<file path="src/rtl/lcd_bus_responder.sv">
// lcd_bus_responder
//   Responder side of an HD44780-style character-LCD bus. Snoops E/RS/RW/DB,
//   executes instructions and data writes into a 2x16 display buffer, keeps
//   the DDRAM address counter and display flags, and reports busy.
//
// Ports
//   clk         system clock, all logic on posedge
//   resetn      asynchronous active-low reset
//   lcde        LCD enable strobe (asynchronous to clk)
//   lcdrs       register select: 0 = instruction/status, 1 = data
//   lcdrw       1 = read, 0 = write
//   lcddata     bus data from the controller
//   lcddout     read data returned to the controller
//   lcddout_en  high while a read is being returned
//   rd_addr     side-port address: 0-15 line 1, 16-31 line 2
//   rd_data     buffer[rd_addr], combinational
//   busy        command executing
//   ac          DDRAM address counter
//   disp_on, cursor_on, blink_on  display-control flags
//   drop_err    sticky: a transaction arrived while busy and was dropped
module lcd_bus_responder #(
  parameter int BUSY_CYCLES  = 4,
  parameter int CLEAR_CYCLES = 40
) (
  input  logic       clk,
  input  logic       resetn,
  input  logic       lcde,
  input  logic       lcdrs,
  input  logic       lcdrw,
  input  logic [7:0] lcddata,
  output logic [7:0] lcddout,
  output logic       lcddout_en,
  input  logic [4:0] rd_addr,
  output logic [7:0] rd_data,
  output logic       busy,
  output logic [6:0] ac,
  output logic       disp_on,
  output logic       cursor_on,
  output logic       blink_on,
  output logic       drop_err
);

  localparam logic [15:0] BUSY_LOAD  = 16'(BUSY_CYCLES - 1);
  localparam logic [15:0] CLEAR_LOAD = 16'(CLEAR_CYCLES - 1);

  typedef enum logic [1:0] {ST_IDLE, ST_EXEC, ST_CLEAR} state_t;

  state_t      r_state, w_state_n;
  logic [15:0] r_cnt, w_cnt_n;
  logic [5:0]  r_clr_idx, w_clr_idx_n;

  // Bus synchronisers and strobe edge detect
  logic       r_e_s1, r_e_s, r_e_d;
  logic       r_rs_s1, r_rs_s, r_rw_s1, r_rw_s;
  logic [7:0] r_d_s1, r_d_s;
  logic       r_h_rs, r_h_rw;
  logic [7:0] r_h_d;

  logic [6:0] r_ac, w_ac_n;
  logic       r_id, w_id_n, r_sh, w_sh_n;
  logic       r_dl, w_dl_n, r_n, w_n_n, r_f, w_f_n;
  logic       r_cg, w_cg_n;
  logic       r_disp, w_disp_n, r_cur, w_cur_n, r_blink, w_blink_n;
  logic       r_drop, w_drop_n;

  logic [7:0] r_buf [32];
  logic       w_wr_en;
  logic [4:0] w_wr_idx;
  logic [7:0] w_wr_data;

  logic       w_fire, w_status, w_ac_vis, w_exec;
  logic [4:0] w_ac_idx;
  logic [7:0] w_ac_rd;

  // Entry-mode shift and function-set bits are held but not modelled.
  logic w_unused;
  assign w_unused = ^{r_sh, r_dl, r_n, r_f};

  function automatic logic [6:0] ac_step(input logic [6:0] a, input logic up);
    logic [6:0] r;
    if (up) r = (a == 7'h27) ? 7'h40 : (a == 7'h67) ? 7'h00 : a + 7'd1;
    else    r = (a == 7'h00) ? 7'h67 : (a == 7'h40) ? 7'h27 : a - 7'd1;
    return r;
  endfunction

  always_ff @(posedge clk or negedge resetn) begin
    if (!resetn) begin
      r_e_s1  <= 1'b0; r_e_s  <= 1'b0; r_e_d <= 1'b0;
      r_rs_s1 <= 1'b0; r_rs_s <= 1'b0;
      r_rw_s1 <= 1'b0; r_rw_s <= 1'b0;
      r_d_s1  <= '0;   r_d_s  <= '0;
      r_h_rs  <= 1'b0; r_h_rw <= 1'b0; r_h_d <= '0;
    end else begin
      r_e_s1  <= lcde;    r_e_s  <= r_e_s1;  r_e_d <= r_e_s;
      r_rs_s1 <= lcdrs;   r_rs_s <= r_rs_s1;
      r_rw_s1 <= lcdrw;   r_rw_s <= r_rw_s1;
      r_d_s1  <= lcddata; r_d_s  <= r_d_s1;
      if (r_e_s) begin
        r_h_rs <= r_rs_s;
        r_h_rw <= r_rw_s;
        r_h_d  <= r_d_s;
      end
    end
  end

  assign w_fire   = ~r_e_s & r_e_d;
  assign w_status = ~r_h_rs & r_h_rw;
  // Visible windows 0x00-0x0F and 0x40-0x4F share bits [5:4] == 0.
  assign w_ac_vis = (r_ac[5:4] == 2'b00);
  assign w_ac_idx = {r_ac[6], r_ac[3:0]};
  assign w_ac_rd  = w_ac_vis ? r_buf[w_ac_idx] : 8'h20;

  always_comb begin
    w_state_n   = r_state;
    w_cnt_n     = r_cnt;
    w_clr_idx_n = r_clr_idx;
    w_ac_n      = r_ac;
    w_id_n      = r_id;
    w_sh_n      = r_sh;
    w_dl_n      = r_dl;
    w_n_n       = r_n;
    w_f_n       = r_f;
    w_cg_n      = r_cg;
    w_disp_n    = r_disp;
    w_cur_n     = r_cur;
    w_blink_n   = r_blink;
    w_drop_n    = r_drop;
    w_wr_en     = 1'b0;
    w_wr_idx    = w_ac_idx;
    w_wr_data   = r_h_d;
    w_exec      = 1'b0;

    unique case (r_state)
      ST_IDLE: begin
        if (w_fire && !w_status) begin
          if (!r_h_rs) begin
            casez (r_h_d)
              8'b1???????: begin
                w_ac_n = r_h_d[6:0];
                if (r_h_d[5:0] >= 6'h28) w_ac_n = r_h_d[6] ? 7'h00 : 7'h40;
                w_cg_n = 1'b0;
                w_exec = 1'b1;
              end
              8'b01??????: begin
                w_cg_n = 1'b1;
                w_exec = 1'b1;
              end
              8'b001?????: begin
                w_dl_n = r_h_d[4];
                w_n_n  = r_h_d[3];
                w_f_n  = r_h_d[2];
                w_exec = 1'b1;
              end
              8'b0001????: begin
                if (!r_h_d[3]) w_ac_n = ac_step(r_ac, r_h_d[2]);
                w_exec = 1'b1;
              end
              8'b00001???: begin
                w_disp_n  = r_h_d[2];
                w_cur_n   = r_h_d[1];
                w_blink_n = r_h_d[0];
                w_exec    = 1'b1;
              end
              8'b000001??: begin
                w_id_n = r_h_d[1];
                w_sh_n = r_h_d[0];
                w_exec = 1'b1;
              end
              8'b0000001?: begin
                w_ac_n = '0;
                w_exec = 1'b1;
              end
              8'b00000001: begin
                w_ac_n      = '0;
                w_id_n      = 1'b1;
                w_clr_idx_n = '0;
                w_cnt_n     = CLEAR_LOAD;
                w_state_n   = ST_CLEAR;
              end
              default: ;
            endcase
          end else if (!r_h_rw) begin
            // In CG mode a data write is ignored outright: no AC move, no busy.
            if (!r_cg) begin
              w_wr_en = w_ac_vis;
              w_ac_n  = ac_step(r_ac, r_id);
              w_exec  = 1'b1;
            end
          end else begin
            w_ac_n = ac_step(r_ac, r_id);
            w_exec = 1'b1;
          end
        end
      end
      ST_EXEC, ST_CLEAR: begin
        if (r_state == ST_CLEAR && !r_clr_idx[5]) begin
          w_wr_en     = 1'b1;
          w_wr_idx    = r_clr_idx[4:0];
          w_wr_data   = 8'h20;
          w_clr_idx_n = r_clr_idx + 6'd1;
        end
        if (r_cnt == '0) w_state_n = ST_IDLE;
        else             w_cnt_n   = r_cnt - 16'd1;
        if (w_fire && !w_status) w_drop_n = 1'b1;
      end
      default: w_state_n = ST_IDLE;
    endcase

    if (w_exec) begin
      w_state_n = ST_EXEC;
      w_cnt_n   = BUSY_LOAD;
    end
  end

  always_ff @(posedge clk or negedge resetn) begin
    if (!resetn) begin
      r_state   <= ST_IDLE;
      r_cnt     <= '0;
      r_clr_idx <= '0;
      r_ac      <= '0;
      r_id      <= 1'b1;
      r_sh      <= 1'b0;
      r_dl      <= 1'b0;
      r_n       <= 1'b0;
      r_f       <= 1'b0;
      r_cg      <= 1'b0;
      r_disp    <= 1'b0;
      r_cur     <= 1'b0;
      r_blink   <= 1'b0;
      r_drop    <= 1'b0;
    end else begin
      r_state   <= w_state_n;
      r_cnt     <= w_cnt_n;
      r_clr_idx <= w_clr_idx_n;
      r_ac      <= w_ac_n;
      r_id      <= w_id_n;
      r_sh      <= w_sh_n;
      r_dl      <= w_dl_n;
      r_n       <= w_n_n;
      r_f       <= w_f_n;
      r_cg      <= w_cg_n;
      r_disp    <= w_disp_n;
      r_cur     <= w_cur_n;
      r_blink   <= w_blink_n;
      r_drop    <= w_drop_n;
    end
  end

  always_ff @(posedge clk or negedge resetn) begin
    if (!resetn) begin
      for (int unsigned i = 0; i < 32; i++) r_buf[i] <= 8'h20;
    end else if (w_wr_en) begin
      r_buf[w_wr_idx] <= w_wr_data;
    end
  end

  // Read data tracks the live state every cycle the strobe is high, so a
  // status read reflects busy/ac as of the last cycle before E falls.
  always_ff @(posedge clk or negedge resetn) begin
    if (!resetn) lcddout <= '0;
    else if (r_e_s) lcddout <= r_rs_s ? w_ac_rd : {busy, r_ac};
  end

  assign lcddout_en = r_e_s & r_rw_s;
  assign rd_data    = r_buf[rd_addr];
  assign busy       = (r_state != ST_IDLE);
  assign ac         = r_ac;
  assign disp_on    = r_disp;
  assign cursor_on  = r_cur;
  assign blink_on   = r_blink;
  assign drop_err   = r_drop;

endmodule

</file>
<file path="config.mk">
export PLATFORM = sky130hd
export DESIGN_NAME = lcd_bus_responder
export DESIGN_NICKNAME = d
export VERILOG_FILES = /design/src/rtl/lcd_bus_responder.sv
export SDC_FILE = /design/constraint.sdc
export NUM_CORES = 1
export LEC_CHECK = 0
export ABC_CLOCK_PERIOD_IN_PS = 3300
export CAP_MARGIN = 20
export CORE_MARGIN = 5
export CORE_UTILIZATION = 46
export DETAILED_ROUTE_END_ITERATION = 8
export PLACE_DENSITY = 0.64
export RECOVER_POWER = 100
export SLEW_MARGIN = 20
export SYNTH_ARGS = -nofsm -noshare
export SYNTH_HDL_FRONTEND = slang
export SYNTH_SLANG_ARGS = --single-unit
</file>
<file path="constraint.sdc">
create_clock -name clk -period 3.3 [get_ports clk]
set_clock_uncertainty 0.15 [all_clocks]
set_input_delay 0.495 -clock clk [delete_from_list [all_inputs] [get_ports clk]]
set_output_delay 0.495 -clock clk [all_outputs]
set_load 0.05 [all_outputs]
</file>
==> results.tsv <==
metric	value	unit
worst r2r path cells	7	
most frequent cells in the layout	298 x dfrtp_1, 175 x nand2_1, 157 x o21ai_0	
antenna cell count	0	
Netlist cell types	76	
Worst Path Arrival	3.42	ns
synthesized area per cell	12.26	sq um
core area	0.03838	sq mm
# DRC	0	
Synth Cell Area	0.01776	sq mm
maxcap violations	1	
Slowest Stage Delay on Critical Path	0.86	ns
Post-DP HPWL	33800	microns
Vert. Die Dim	206.5	microns
Routed WL	49800	microns
GP Congestion	0.8787	
remaining antenna violation count	0	
Final Setup Violations	0	
clock sinks	334	
final hold viol count	0	
RSZ-0062 raised after global routing	no	
DRT Pass-1 Iters	6	
drt wl/cell	24.39	microns
DR iter-0 viols	1154	
Required @ worst endpoint	3.52	ns
CP max stage cell	a2111oi_0	
NumNets Final	1519	
Post-CTS Setup Bufs	0	
Ys Warns	0	
Port-buffer cells	46	
fraction of layout cells with a size suffix above 1	31.56	%
Critical Path Sink Type	flop	
CTS clk-pin slew, worst paths	0.06	ns
Critical Path, Cell by Cell	mux4_2 -> nor2b_1 -> a211oi_1 -> a21oi_1 -> a2111oi_0 -> buf_4 -> a211oi_1	
fin util	52.58	%
hold depth	0	
clk buf depth	3	
top fanout value on the critical path	17	
number of flops mapped to enable cells by yosys	0	
Layout area overhead	13.64	%
Peak Freq	0.3122	GHz
overall routing resource usage	24.31	%
TritonCTS buffer count	38	
Final TNS setup	0	ns
Leak	8.646	nW
relative slew slack	-20.91	%
floorplan die width	206.5	microns
Worst Tran Pin Value	1.814	ns
standard-cell rows	72	
setup slack, reg-to-reg	0.1	ns
most common flop cell mapped by yosys	dfrtp_1	
gr ovfl total	0	
Final Max Slew Viols	68	
IO Pins	47	
clock root cell	clkbuf_16	
synthesized net count	1473	
worst min path class	reg2reg	
commonest non-fill, non-tap cell in the layout	dfrtp_1	
Seq/Total Area, Yosys	47.30	%
largest net degree at the start of global routing	82	
post-CTS sizing	0	
min cycle time layout	3.203	ns
Seq cells post-synth	334	
die area	0.04263	sq mm
Syn Inst Count	1448	
initial antenna violation count	0	
Max VDD drop	385.5	uV
H-tree levels	2	
vias in the first global route	12570	
first-pass GRT wire length	78330	microns
Tcrit/Tclk final	97.05	%
status	finished, violations left	
vias per cell	6.088	
Initial Utilization	46.27	%
vias	12430	
CTS tree	done	
Setup Crit Path Kind	reg2reg	
Post-synth ARST share	100.0	%
failing checks	max-capacitance violations, max-slew violations	
clk_lat worst skew	0.56	ns
Fillers	3293	
Critical Path Most Common Cell	a211oi_1	
Startpoint Class	flop	
PD cells	610.4	mW/mm^2
-- where the power goes --
group	leakage, nW	internal (mW)	switching, mW
Sequential	4.41	4.38	0.385
Clock	0.616	2.50	1.76
Combinational	3.62	1.27	2.02
-- kinds of logic after synthesis --
group / after synthesis / share of synthesized area [%]
muxes: 319 / 29.35
adders and majority gates: 7 / 0.4932
xor gates and xnor gates: 6 / 0.2960
DFF: 334 / 47.30
AOI/OAI and AO/OA: 254 / 8.470
and+or+nand+nor: 394 / 10.92
buffers and inverters: 134 / 3.164
-- critical path: cells and delay by family, from the launching register on --
kind                   cells  cell delay (ns)
AO/OA/AOI/OAI              4             1.26
buffers and inverters      1             0.23
flip-flops                 1             0.68
multiplexers               1             0.55
AND/OR/NAND/NOR            1             0.14
-- Yosys cell counts, drive strengths merged (5+ instances only) --
master	n	area share, %
dfrtp	301	42
nand2	177	3.8
o21ai	157	4.4
mux2	147	9.3
mux4	145	18
clkbuf	79	1.7
nor2	74	1.6
buf	37	1.1
nand3	35	1.0
dfstp	33	4.9
mux2i	27	1.6
a21oi	24	0.68
nor3	23	1.1
inv	18	0.38
and2	13	0.46
nor2b	13	0.46
nand2b	12	0.42
nor4	12	0.51
o22ai	12	0.54
and3	10	0.35
a211oi	9	0.38
o31ai	8	0.34
ha	7	0.49
o41ai	6	0.30
nand3b	5	0.21
xnor2	5	0.25
-- per-layer routing --
| layer | vias up | share of wire, % | GRT usage, % |
|---|---|---|---|
| met3 | 86 | 6.6 | 4.707 |
| met4 | 0 | 3.1 | 7.462 |
| met5 | - | 0 | 0 |
| met1 | 6450 | 44 | 35.29 |
| li1 | 5478 | - | - |
| met2 | 418 | 46 | 37.40 |
-- final timing paths --
check	start	endpoint
max in group asynchronous	resetn	r_buf[215]$_DFFE_PN0P_
min in group asynchronous	resetn	r_buf[0]$_DFFE_PN0P_
worst min-delay path	r_d_s1[4]$_DFF_PN0_	r_d_s[4]$_DFF_PN0_
worst max register to register	ac[0]$_DFFE_PN0P_	lcddout[6]$_DFFE_PN0P_
worst max-delay path	ac[0]$_DFFE_PN0P_	lcddout[6]$_DFFE_PN0P_
worst min register to register	r_d_s1[4]$_DFF_PN0_	r_d_s[4]$_DFF_PN0_
-- metrics by stage --
stage | power, mW | setup WS [ns] | instance area, sq um | hold slack (ns) | cells
floorplan | 6.971 | 0.2793 | 17760 | 0.04941 | 1448
global placement | 8.117 | 0.1362 | 19090 | 0.1839 | 1971
detailed placement | 8.182 | 0.1280 | 19090 | 0.1871 | 1971
CTS | 12.47 | 0.1217 | 20360 | 0.1959 | 2042
global route | 12.87 | 0.03370 | 20180 | 0.2052 | 2042
finish | 12.32 | 0.09725 | 20180 | 0.1917 | 2042
-- layout make-up --
cell class	count	area, sq um	share of cell area (%)
Clock inverter	14	147.6	0.7317
Multi-Input combinational cell	980	8747	43.35
Sequential cell	334	8406	41.66
Tap cell	518	648.1	3.212
Timing Repair Buffer	122	1054	5.221
Clock buffer	56	1109	5.494
Inverter	18	67.56	0.3348
-- what timing repair did --
item / 4_1_cts / 5_1_grt
hold endpoints to repair: 61 / 0
setup endpoints to repair: 0 / 0
hold buffers: 1 / 0
-- flip-flops by register name (all words and copies together), names as in the netlist, 2 cells and up --
register and count:
r_d_s 8, lcddout 8, r_buf 256, r_d_s1 8
r_cnt 16, r_clr_idx 6, r_state 2, ac 7
r_h_d 8
Note: power is estimated with default switching activity, not from simulation.
